<file path="src/rtl/pipe_stage_elastic_if.sv">
// Handshake bundle for pipe_stage_elastic: upstream push side, downstream pop side,
// flush control and the occupancy level.
interface pipe_stage_elastic_if #(
    parameter int WIDTH = 32
);
    logic             flush;
    logic             in_valid;
    logic             in_ready;
    logic [WIDTH-1:0] in_data;
    logic             out_valid;
    logic             out_ready;
    logic [WIDTH-1:0] out_data;
    logic [1:0]       level;

    modport master (
        output flush, in_valid, in_data, out_ready,
        input  in_ready, out_valid, out_data, level
    );

    modport slave (
        input  flush, in_valid, in_data, out_ready,
        output in_ready, out_valid, out_data, level
    );
endinterface

</file>
<file path="src/rtl/pipe_stage_elastic.sv">
// Elastic pipeline register: a two-entry skid stage (registered in_ready) when SKID=1,
// or a single-entry stage with combinational in_ready when SKID=0.
module pipe_stage_elastic #(
    parameter int               WIDTH     = 32,
    parameter logic [WIDTH-1:0] RESET_VAL = '0,
    parameter int               SKID      = 1
) (
    input logic                  clk,
    input logic                  rst,
    pipe_stage_elastic_if.slave  bus
);

    typedef enum logic [1:0] {
        EMPTY = 2'd0,
        ONE   = 2'd1,
        TWO   = 2'd2
    } state_t;

    state_t           state;
    state_t           state_next;
    logic [WIDTH-1:0] main_q;
    logic [WIDTH-1:0] main_d;
    logic [WIDTH-1:0] skid_q;
    logic [WIDTH-1:0] skid_d;
    logic             push;
    logic             pop;

    assign bus.out_valid = (state != EMPTY);
    assign bus.out_data  = main_q;
    assign bus.level     = 2'(state);

    assign push = bus.in_valid & bus.in_ready;
    assign pop  = bus.out_valid & bus.out_ready;

    // The main register is reloaded with RESET_VAL whenever the stage empties,
    // so out_data reads RESET_VAL in EMPTY without an output mux.
    always_comb begin
        state_next = state;
        main_d     = main_q;
        skid_d     = skid_q;
        if (bus.flush) begin
            state_next = EMPTY;
            main_d     = RESET_VAL;
            skid_d     = RESET_VAL;
        end else begin
            case (state)
                EMPTY: begin
                    if (push) begin
                        main_d     = bus.in_data;
                        state_next = ONE;
                    end
                end
                ONE: begin
                    if (push && pop) begin
                        main_d = bus.in_data;
                    end else if (push && SKID != 0) begin
                        skid_d     = bus.in_data;
                        state_next = TWO;
                    end else if (pop) begin
                        main_d     = RESET_VAL;
                        state_next = EMPTY;
                    end
                end
                TWO: begin
                    if (pop) begin
                        main_d     = skid_q;
                        state_next = ONE;
                    end
                end
                default: begin
                    state_next = EMPTY;
                    main_d     = RESET_VAL;
                end
            endcase
        end
    end

    always_ff @(posedge clk or posedge rst) begin
        if (rst) begin
            state  <= EMPTY;
            main_q <= RESET_VAL;
        end else begin
            state  <= state_next;
            main_q <= main_d;
        end
    end

    // Only the skid variant owns a second register; its in_ready never looks at out_ready.
    generate
        if (SKID != 0) begin : g_skid
            always_ff @(posedge clk or posedge rst) begin
                if (rst) begin
                    skid_q <= RESET_VAL;
                end else begin
                    skid_q <= skid_d;
                end
            end
            assign bus.in_ready = (state != TWO);
        end else begin : g_noskid
            assign skid_q       = RESET_VAL;
            assign bus.in_ready = (state == EMPTY) | bus.out_ready;
        end
    endgenerate

endmodule

</file>
<file path="src/flat_wrapper.sv">
// flat-port wrapper written by rule: the top's interface ports become plain ports
module pipe_stage_elastic_flat 
#(
    parameter int               WIDTH     = 32,
    parameter logic [WIDTH-1:0] RESET_VAL = '0,
    parameter int               SKID      = 1
)
  (clk, rst, bus_flush, bus_in_valid, bus_in_data, bus_out_ready, bus_in_ready, bus_out_valid, bus_out_data, bus_level);
  pipe_stage_elastic_if #(.WIDTH(WIDTH)) bus_i ();
  input logic clk;
  input logic rst;
  input wire logic [$bits(bus_i.flush)-1:0] bus_flush;
  input wire logic [$bits(bus_i.in_valid)-1:0] bus_in_valid;
  input wire logic [$bits(bus_i.in_data)-1:0] bus_in_data;
  input wire logic [$bits(bus_i.out_ready)-1:0] bus_out_ready;
  output wire logic [$bits(bus_i.in_ready)-1:0] bus_in_ready;
  output wire logic [$bits(bus_i.out_valid)-1:0] bus_out_valid;
  output wire logic [$bits(bus_i.out_data)-1:0] bus_out_data;
  output wire logic [$bits(bus_i.level)-1:0] bus_level;
  assign bus_i.flush = bus_flush;
  assign bus_i.in_valid = bus_in_valid;
  assign bus_i.in_data = bus_in_data;
  assign bus_i.out_ready = bus_out_ready;
  assign bus_in_ready = bus_i.in_ready;
  assign bus_out_valid = bus_i.out_valid;
  assign bus_out_data = bus_i.out_data;
  assign bus_level = bus_i.level;
  pipe_stage_elastic #(.WIDTH(WIDTH), .RESET_VAL(RESET_VAL), .SKID(SKID)) u_core (.clk(clk), .rst(rst), .bus(bus_i));
endmodule
</file>
<file path="config.mk">
export PLATFORM = sky130hd
export DESIGN_NAME = pipe_stage_elastic_flat
export DESIGN_NICKNAME = d
export VERILOG_FILES = /design/src/rtl/pipe_stage_elastic_if.sv /design/src/rtl/pipe_stage_elastic.sv /design/src/flat_wrapper.sv
export SDC_FILE = /design/constraint.sdc
export NUM_CORES = 1
export LEC_CHECK = 0
export CORE_MARGIN = 2
export CORE_UTILIZATION = 45
export DETAILED_ROUTE_END_ITERATION = 16
export PLACE_DENSITY = 0.76
export SLEW_MARGIN = 40
export SYNTH_ARGS = -nofsm -noshare
export SYNTH_HDL_FRONTEND = slang
export SYNTH_SLANG_ARGS = --single-unit
</file>
<file path="constraint.sdc">
create_clock -name clk -period 1.8 [get_ports clk]
set_input_delay 0.27 -clock clk [delete_from_list [all_inputs] [get_ports clk]]
set_output_delay 0.27 -clock clk [all_outputs]
set_load 0.05 [all_outputs]
</file>
==> results.md, run 1 <==
- Warnings from Yosys: 0
- Sequential Power Share: 0.417
- Routed WL per cell: between 15 and 20 um
- Num CTS Buffers: 9
- Final Hold Viols: 0
- Pleak: about 2.1 nW
- Critical Path Start Type: flip-flop
- Internal power: 2.72 mW
- Part of the Yosys area used for sequential elements: 0.521
- Crit path capture type: output pin
- Syn-to-layout area delta: 34.8%
- Starting Density: 0.467
- CTS H-tree depth: 3
- DP Wirelength: 4510 um
- Final setup TNS: 0 ns
- Worst vdd ir: approximately 0.00053 V
- Clk pin slew, worst setup/hold paths: about 0.080 ns
- GR Overflow Total: 0
- Net switching power: 1.18 mW
- Worst slew margin: 0.662
- Antenna violations before repair: 0
- #FFs+latches synth: between 60 and 70
- Post-layout nets: 348
- CTS root buffer: clkbuf_8
- Slowest CP cell: clkdlybuf4s50_1
- GR Util All Layers: 0.202
- Die height: 88.0 um
- FMAX: 567 MHz
- Die area: just under 8000 um2
- Final Cell Area: 4280 um2
- Commonest non-fill, non-tap cells in the layout: a22o_1 (64), dfrtp_1 (64), clkdlybuf4s50_1 (37), mux2i_1 (33), o2bb2ai_1 (32)
- Syn Area/Cell: about 13 um2
- Fin. max-slew vios: 0
- Arrival time worst endpoint: 1.49 ns
- Core Area: between 6000 and 7000 um2
- Die width: roughly 88 um
- Clk sink count: 66
- Delay-heaviest family, CP: buffers and inverters
- DR vias: approximately 2400
- I/O Buffers: 72
- N_diodes: 0
- Power share of the clock group: 0.364
- Post-route ant nets: 0
- DR iter-0 viols: 161
- Clock latency on the worst-skew pair: approximately 0.35 ns
- Unique masters post-synth: 26
- Setup Skew: 0.00859 ns
- Comb pwr share: 0.218
- Max-cap viol count: 0
- Synthesized cell area: 3170 um2
- Hold Crit Class: primary input to async pin
- First-pass GRT wire length: between 10000 and 15000 um
- Switch share: 0.303
- Cells after Synth: ~240
- Rows: 30
- Max clock buf depth: 2
- # DRC: 0
- Top fanout value on the critical path: 2
- Slew at the pin closest to its max-slew limit: between 0.5 and 0.6 ns
- # hold bufs at CTS: 0
- Crit path time final: approximately 1.8 ns
- CP required: about 1.5 ns
- Power Density: 911 nW/um2
- Setup CP Type: flip-flop to output pin
- Period utilization: 0.979
- Outcome: finished, final reports clean
- Final setup viols: 0
- Net Count, Synth: ~280
- WP buf/inv: 1
- Placed inst area: 4030 um2
- Largest net degree at the start of global routing: 56
- IO Pins: between 70 and 80
- WL final: 7360 um
- Number of global-route vias before repair: 2300
- Gpl congestion: roughly 0.73
- Fin util: 0.629
- Via density: ~5.7
- RSZ-0062 raised after global routing: false
- Initial DRT Pass Iterations: 4
- Slowest Stage Delay on Critical Path: around 0.8 ns
- CTS tree: yes
- Share of post-route cells with drive strength above 1: 0.152
- CP Cell Sequence: clkdlybuf4s50_1
==> flip-flops by register name, summed over array words and instances (netlist names) <==
| signal | count |
|---|---|
| u_core.bus.out_data | 32 |
| u_core.bus.level | 2 |
| u_core.skid_q | 32 |
==> path summary, 6_finish.rpt <==
kind	startpoint	endpoint	slack, ns	depth (start not counted)
min in group clk	u_core.bus.out_data[10]	u_core.bus.out_data[10]	0.50	1
max	u_core.bus.out_data[21]	bus_out_data[21]	0.04	1
min	rst	u_core.bus.out_data[11]	0.21	2
min reg2reg	u_core.bus.out_data[10]	u_core.bus.out_data[10]	0.50	1
max reg2reg	u_core.bus.level[1]	u_core.bus.out_data[8]	0.20	5
max in group asynchronous	rst	u_core.bus.level[1]	1.02	3
==> cells in the mapped netlist <==
library cell / number / share of area
a211oi_1: 1 / 0.0024
a21o_4: 1 / 0.0047
a21oi_1: 1 / 0.0016
a22o_1: 64 / 0.18
and3b_1: 1 / 0.0028
buf_2: 7 / 0.011
buf_4: 6 / 0.014
buf_6: 7 / 0.025
clkbuf_1: 4 / 0.0047
clkbuf_4: 1 / 0.0024
dfrtp_1: 66 / 0.52
inv_1: 1 / 0.0012
mux2i_1: 33 / 0.10
nand2_1: 1 / 0.0012
nand2b_1: 1 / 0.0020
nand3b_4: 1 / 0.0063
nand4bb_1: 1 / 0.0036
nor2_1: 2 / 0.0024
nor3_2: 1 / 0.0032
nor4b_2: 1 / 0.0047
o21ba_1: 1 / 0.0032
o21ba_4: 1 / 0.0051
o2bb2ai_1: 32 / 0.088
o31ai_2: 1 / 0.0039
or2_2: 1 / 0.0020
or3b_1: 1 / 0.0028
==> cell type report <==
type / instances / area, um2
clock inverter: 6 / 90.1
tap: 96 / 120
inverter: 1 / 7.51
fill: 527 / 2520
multi-input combinational: 146 / 1350
timing repair buffer: 87 / 917
clock buffer: 10 / 138
sequential: 66 / 1650
==> stage by stage <==
step / hold WS (ns) / instances / worst slack (ns) / power [mW]
floorplan: 0.337 / 238 / -0.130 / 2.20
global placement: 0.487 / 395 / -0.00551 / 2.52
detailed placement: 0.491 / 395 / -0.0708 / 2.53
CTS: 0.201 / 412 / 0.000301 / 3.93
global route: 0.222 / 412 / 0.00677 / 4.05
finish: 0.211 / 412 / 0.0377 / 3.90
==> power by group through the flow <==
stage / sequential, mW / clock [mW] / combinational, mW
after floorplan: 1.87 / 0 / 0.323
after detailed placement: 1.65 / 0 / 0.876
final: 1.63 / 1.42 / 0.851
after global routing: 1.63 / 1.51 / 0.906
after global placement: 1.66 / 0 / 0.865
after CTS: 1.63 / 1.45 / 0.859
==> metal layers <==
metal	vias to the layer above	GRT usage	share of wire
li1	1092	-	-
met4	0	0.0895	0.0083
met2	73	0.289	0.44
met3	8	0.0368	0.051
met1	1185	0.299	0.50
met5	-	0	0
==> kinds of logic (layout without fill, tap and decap cells) <==
logic type      Yosys count  in the layout  share of synthesized area
compound gates          102            102                      0.286
buf+inv                  26            104                     0.0584
flops                    66             66                      0.521
mux                      33             33                      0.104
simple gates             11             11                     0.0308
==> what timing repair did <==
action,4_1_cts,5_1_grt
pin swaps,0,0
setup buffers,1,0
setup endpoints to repair,16,13
resized for setup,16,13
No activity file was read; power rests on OpenSTA's default activity.
==> run 2, diff against run 1 <==
ABC_AREA = 1   (was not set)
==> results.md, run 2 <==
- Outcome: finished, final reports clean (unchanged)
- Warnings from Yosys: 0 (unchanged)
- # DRC: 0 (unchanged)
- Post-route ant nets: 0 (unchanged)
- Clk pin slew, worst setup/hold paths: 0.07 ns (was 0.08 ns)
- Number of cells in the finished layout apart from fillers: 589 (was 412)
- Delay-heaviest family, CP: buffers and inverters (unchanged)
- Slowest CP cell: clkdlybuf4s50_1 (unchanged)
- Core Area: 6870 um2 (was 6790 um2)
- IO Pins: 73 (unchanged)
- Most common cell after layout, fill and taps aside: nand2_1
- Via density: 5.21 (was 5.72)
- Post-synth EDFFs: 0 (unchanged)
- Top fanout value on the critical path: 2 (unchanged)
- Number of global-route vias before repair: 2889 (was 2300)
- Final setup viols: 0 (unchanged)
- FMAX: 565 MHz (was 567 MHz)
- Slowest Stage Delay on Critical Path: 0.81 ns (was 0.80 ns)
- Pleak: 2.50 nW (was 2.08 nW)
- Dpl ws: 0.0665 ns (was -0.0708 ns)
- Clock latency on the worst-skew pair: 0.35 ns (about the same)
- Syn-to-layout area delta: 36.2% (was 34.8%)
- PnR worst setup slack: 0.0304 ns (was 0.0377 ns)
- Power Density: 922 nW/um2 (was 911 nW/um2)
- Fin. max-slew vios: 0 (unchanged)
- Rows: 30 (unchanged)
- Unique masters post-synth: 21 (was 26)
- Max-cap viol count: 0 (unchanged)
- Num CTS Buffers: 9 (unchanged)
- WP buf/inv: 1 (unchanged)
- DR vias: 3066 (was 2358)
- Syn Area/Cell: 7.80 um2 (was 13.3 um2)
- CTS root buffer: clkbuf_8 (unchanged)
- Crit path capture type: output pin (unchanged)
- CTS H-tree depth: 3 (unchanged)
- CP Cell Sequence: clkdlybuf4s50_1 (unchanged)
- Routed WL per cell: 14.2 um (was 17.9 um)
- Post-layout nets: 525 (was 348)
- Worst vdd ir: 0.000449 V (was 0.000535 V)
- Layout fillers: 605 (was 527)
- DR iter-0 viols: 288 (was 161)
- First-pass GRT wire length: 13500 um (was 11800 um)
- Worst r2r dst: u_core.bus.out_data[19] (was u_core.bus.out_data[8])
- Fin util: 0.638 (was 0.629)
- Clk sink count: 66 (unchanged)
- Hold Crit Class: primary input to async pin (unchanged)
- Largest net degree at the start of global routing: 34 (was 56)
- Synthesized cell area: 3220 um2 (was 3170 um2)
- RSZ-0062 raised after global routing: false (unchanged)
- GR Util All Layers: 0.225 (was 0.202)
- Antenna violations before repair: 0 (unchanged)
- R2R setup slack: 0.20 ns (about the same)
- Crit path time final: 1.77 ns (was 1.76 ns)
- Yosys top cell area share: 0.514 (was 0.521)
- DP Wirelength: 5500 um (was 4510 um)
- Critical Path Start Type: flip-flop (unchanged)
- Period utilization: 0.983 (was 0.979)
- Initial DRT Pass Iterations: 5 (was 4)
- GR Overflow Total: 0 (unchanged)
- Largest area contributor in the netlist: dfrtp_1 (unchanged)
- Part of the Yosys area used for sequential elements: 0.514 (was 0.521)
- N_diodes: 0 (unchanged)
- Slew at the pin closest to its max-slew limit: 0.575 ns (was 0.506 ns)
- Count leader, synth: nand2_1 (was dfrtp_1)
- Commonest non-fill, non-tap cells in the layout: nand2_1 (134), nand3_1 (67), dfrtp_1 (66), clkdlybuf4s50_1 (38), inv_1 (37) (was a22o_1 (64), dfrtp_1 (64), clkdlybuf4s50_1 (37), mux2i_1 (33), o2bb2ai_1 (32))
- CP required: 1.53 ns (about the same)
- Arrival time worst endpoint: 1.50 ns (was 1.49 ns)
- Placed insts: 572 (was 395)
- #FFs+latches synth: 66 (unchanged)
- Gpl congestion: 0.872 (was 0.733)
- Ys async rst share: 1.00 (unchanged)
- WL final: 8360 um (was 7360 um)
- Setup Skew: 0.00814 ns (was 0.00859 ns)
- Final setup TNS: 0 ns (unchanged)
- CTS tree: yes (unchanged)
- Die height: 88.5 um (was 88.0 um)
- Share of post-route cells with drive strength above 1: 0.108 (was 0.152)
- Final Hold Viols: 0 (unchanged)
- Starting Density: 0.468 (was 0.467)
- Top cells by area, synth: dfrtp_1 (51%), nand2_1 (16%), nand3_1 (10%) (was dfrtp_1 (52%), a22o_1 (18%), mux2i_1 (10%))
- Net Count, Synth: 449 (was 275)
- Worst r2r src: u_core.bus.level[1] (unchanged)
- Die area: 7840 um2 (was 7740 um2)
- Cells after Synth: 412 (was 238)
- Setup CP Type: flip-flop to output pin (unchanged)
- Commonest cells in the netlist: nand2_1 (134), nand3_1 (67), dfrtp_1 (66) (was dfrtp_1 (66), a22o_1 (64), mux2i_1 (33))
- Most used DFF post-synth: dfrtp_1 (unchanged)
- Die width: 88.5 um (was 88.0 um)
- Max clock buf depth: 2 (unchanged)
- Reg2reg path depth: 8 (was 5)
- Worst slew margin: 0.616 (was 0.662)
- I/O Buffers: 72 (unchanged)
## run 2: cell types whose count changed in the layout (fill, tap and decap cells not counted), sizes merged, moves of 32 or more
| cell | previous run | this run |
|---|---|---|
| a22o | 64 | 0 |
| nand3 | 0 | 68 |
| a21oi | 1 | 34 |
| nand2 | 1 | 136 |
| inv | 0 | 40 |
| o21ai | 0 | 32 |
| o2bb2ai | 32 | 0 |
| mux2i | 33 | 0 |
## run 2: cells by family (layout without fill, tap and decap cells)
logic type	Yosys count	count (layout)	share of synthesized area
AND/OR/NAND/NOR	210	210	0.281
flip-flops	66	66	0.514
AO/OA/AOI/OAI	67	67	0.109
buffers and inverters	69	150	0.0969
## run 2: worst max-delay path by stage
stage                             from  depth (start not counted)                       to  slack [ns]
3_3_place_gp                 bus_flush                          9  u_core.bus.out_data[28]         0.1
4_1_cts         u_core.bus.out_data[0]                          1          bus_out_data[0]       0.002
3_5_place_dp                 bus_flush                          9  u_core.bus.out_data[19]        0.07
5_1_grt        u_core.bus.out_data[10]                          1         bus_out_data[10]       0.004
6_report       u_core.bus.out_data[10]                          1         bus_out_data[10]        0.03
2_1_floorplan      u_core.bus.level[1]                          7      u_core.bus.level[0]        0.02
## run 2: routing by layer
| metal | routed length (um) | up-vias | GRT usage |
|---|---|---|---|
| met3 | 556 | 14 | 0.0336 |
| met2 | 4030 | 140 | 0.362 |
| li1 | - | 1474 | - |
| met5 | 0 | - | 0 |
| met4 | 191 | 0 | 0.112 |
| met1 | 3580 | 1438 | 0.297 |
## run 2: timing repair
action | CTS | global route
setup buffers | 1 | 0
setup endpoints to repair | 4 | 23
gates resized for setup | 3 | 23
hold buffers | 0 | 0
gates cloned | 0 | 0
pin swaps | 1 | 0
endpoints found under the hold margin | 0 | 0
## run 2: report_power, final
group          total [mW]  internal (mW)  switching, mW
Combinational        1.19          0.415          0.772
Clock                1.17          0.610          0.558
Sequential           1.68           1.61         0.0771
## run 2: layout make-up
| class | instances | area, um2 | area share |
|---|---|---|---|
| flip-flops and latches | 66 | 1650 | 0.377 |
| multi-input cells | 277 | 1250 | 0.286 |
| clock inverters | 2 | 10.0 | 0.00229 |
| clock buffers | 14 | 173 | 0.0394 |
| well taps | 96 | 120 | 0.0274 |
| repair buffers | 93 | 1010 | 0.231 |
| inverters | 41 | 160 | 0.0366 |
## run 2: stage by stage
step / hold slack, ns / power (mW) / instance area [um2]
CTS: 0.348 / 4.07 / 4320
global route: 0.378 / 4.21 / 4380
global placement: 0.466 / 2.90 / 4140
detailed placement: 0.465 / 2.91 / 4140
finish: 0.340 / 4.04 / 4380
floorplan: 0.403 / 2.45 / 3220
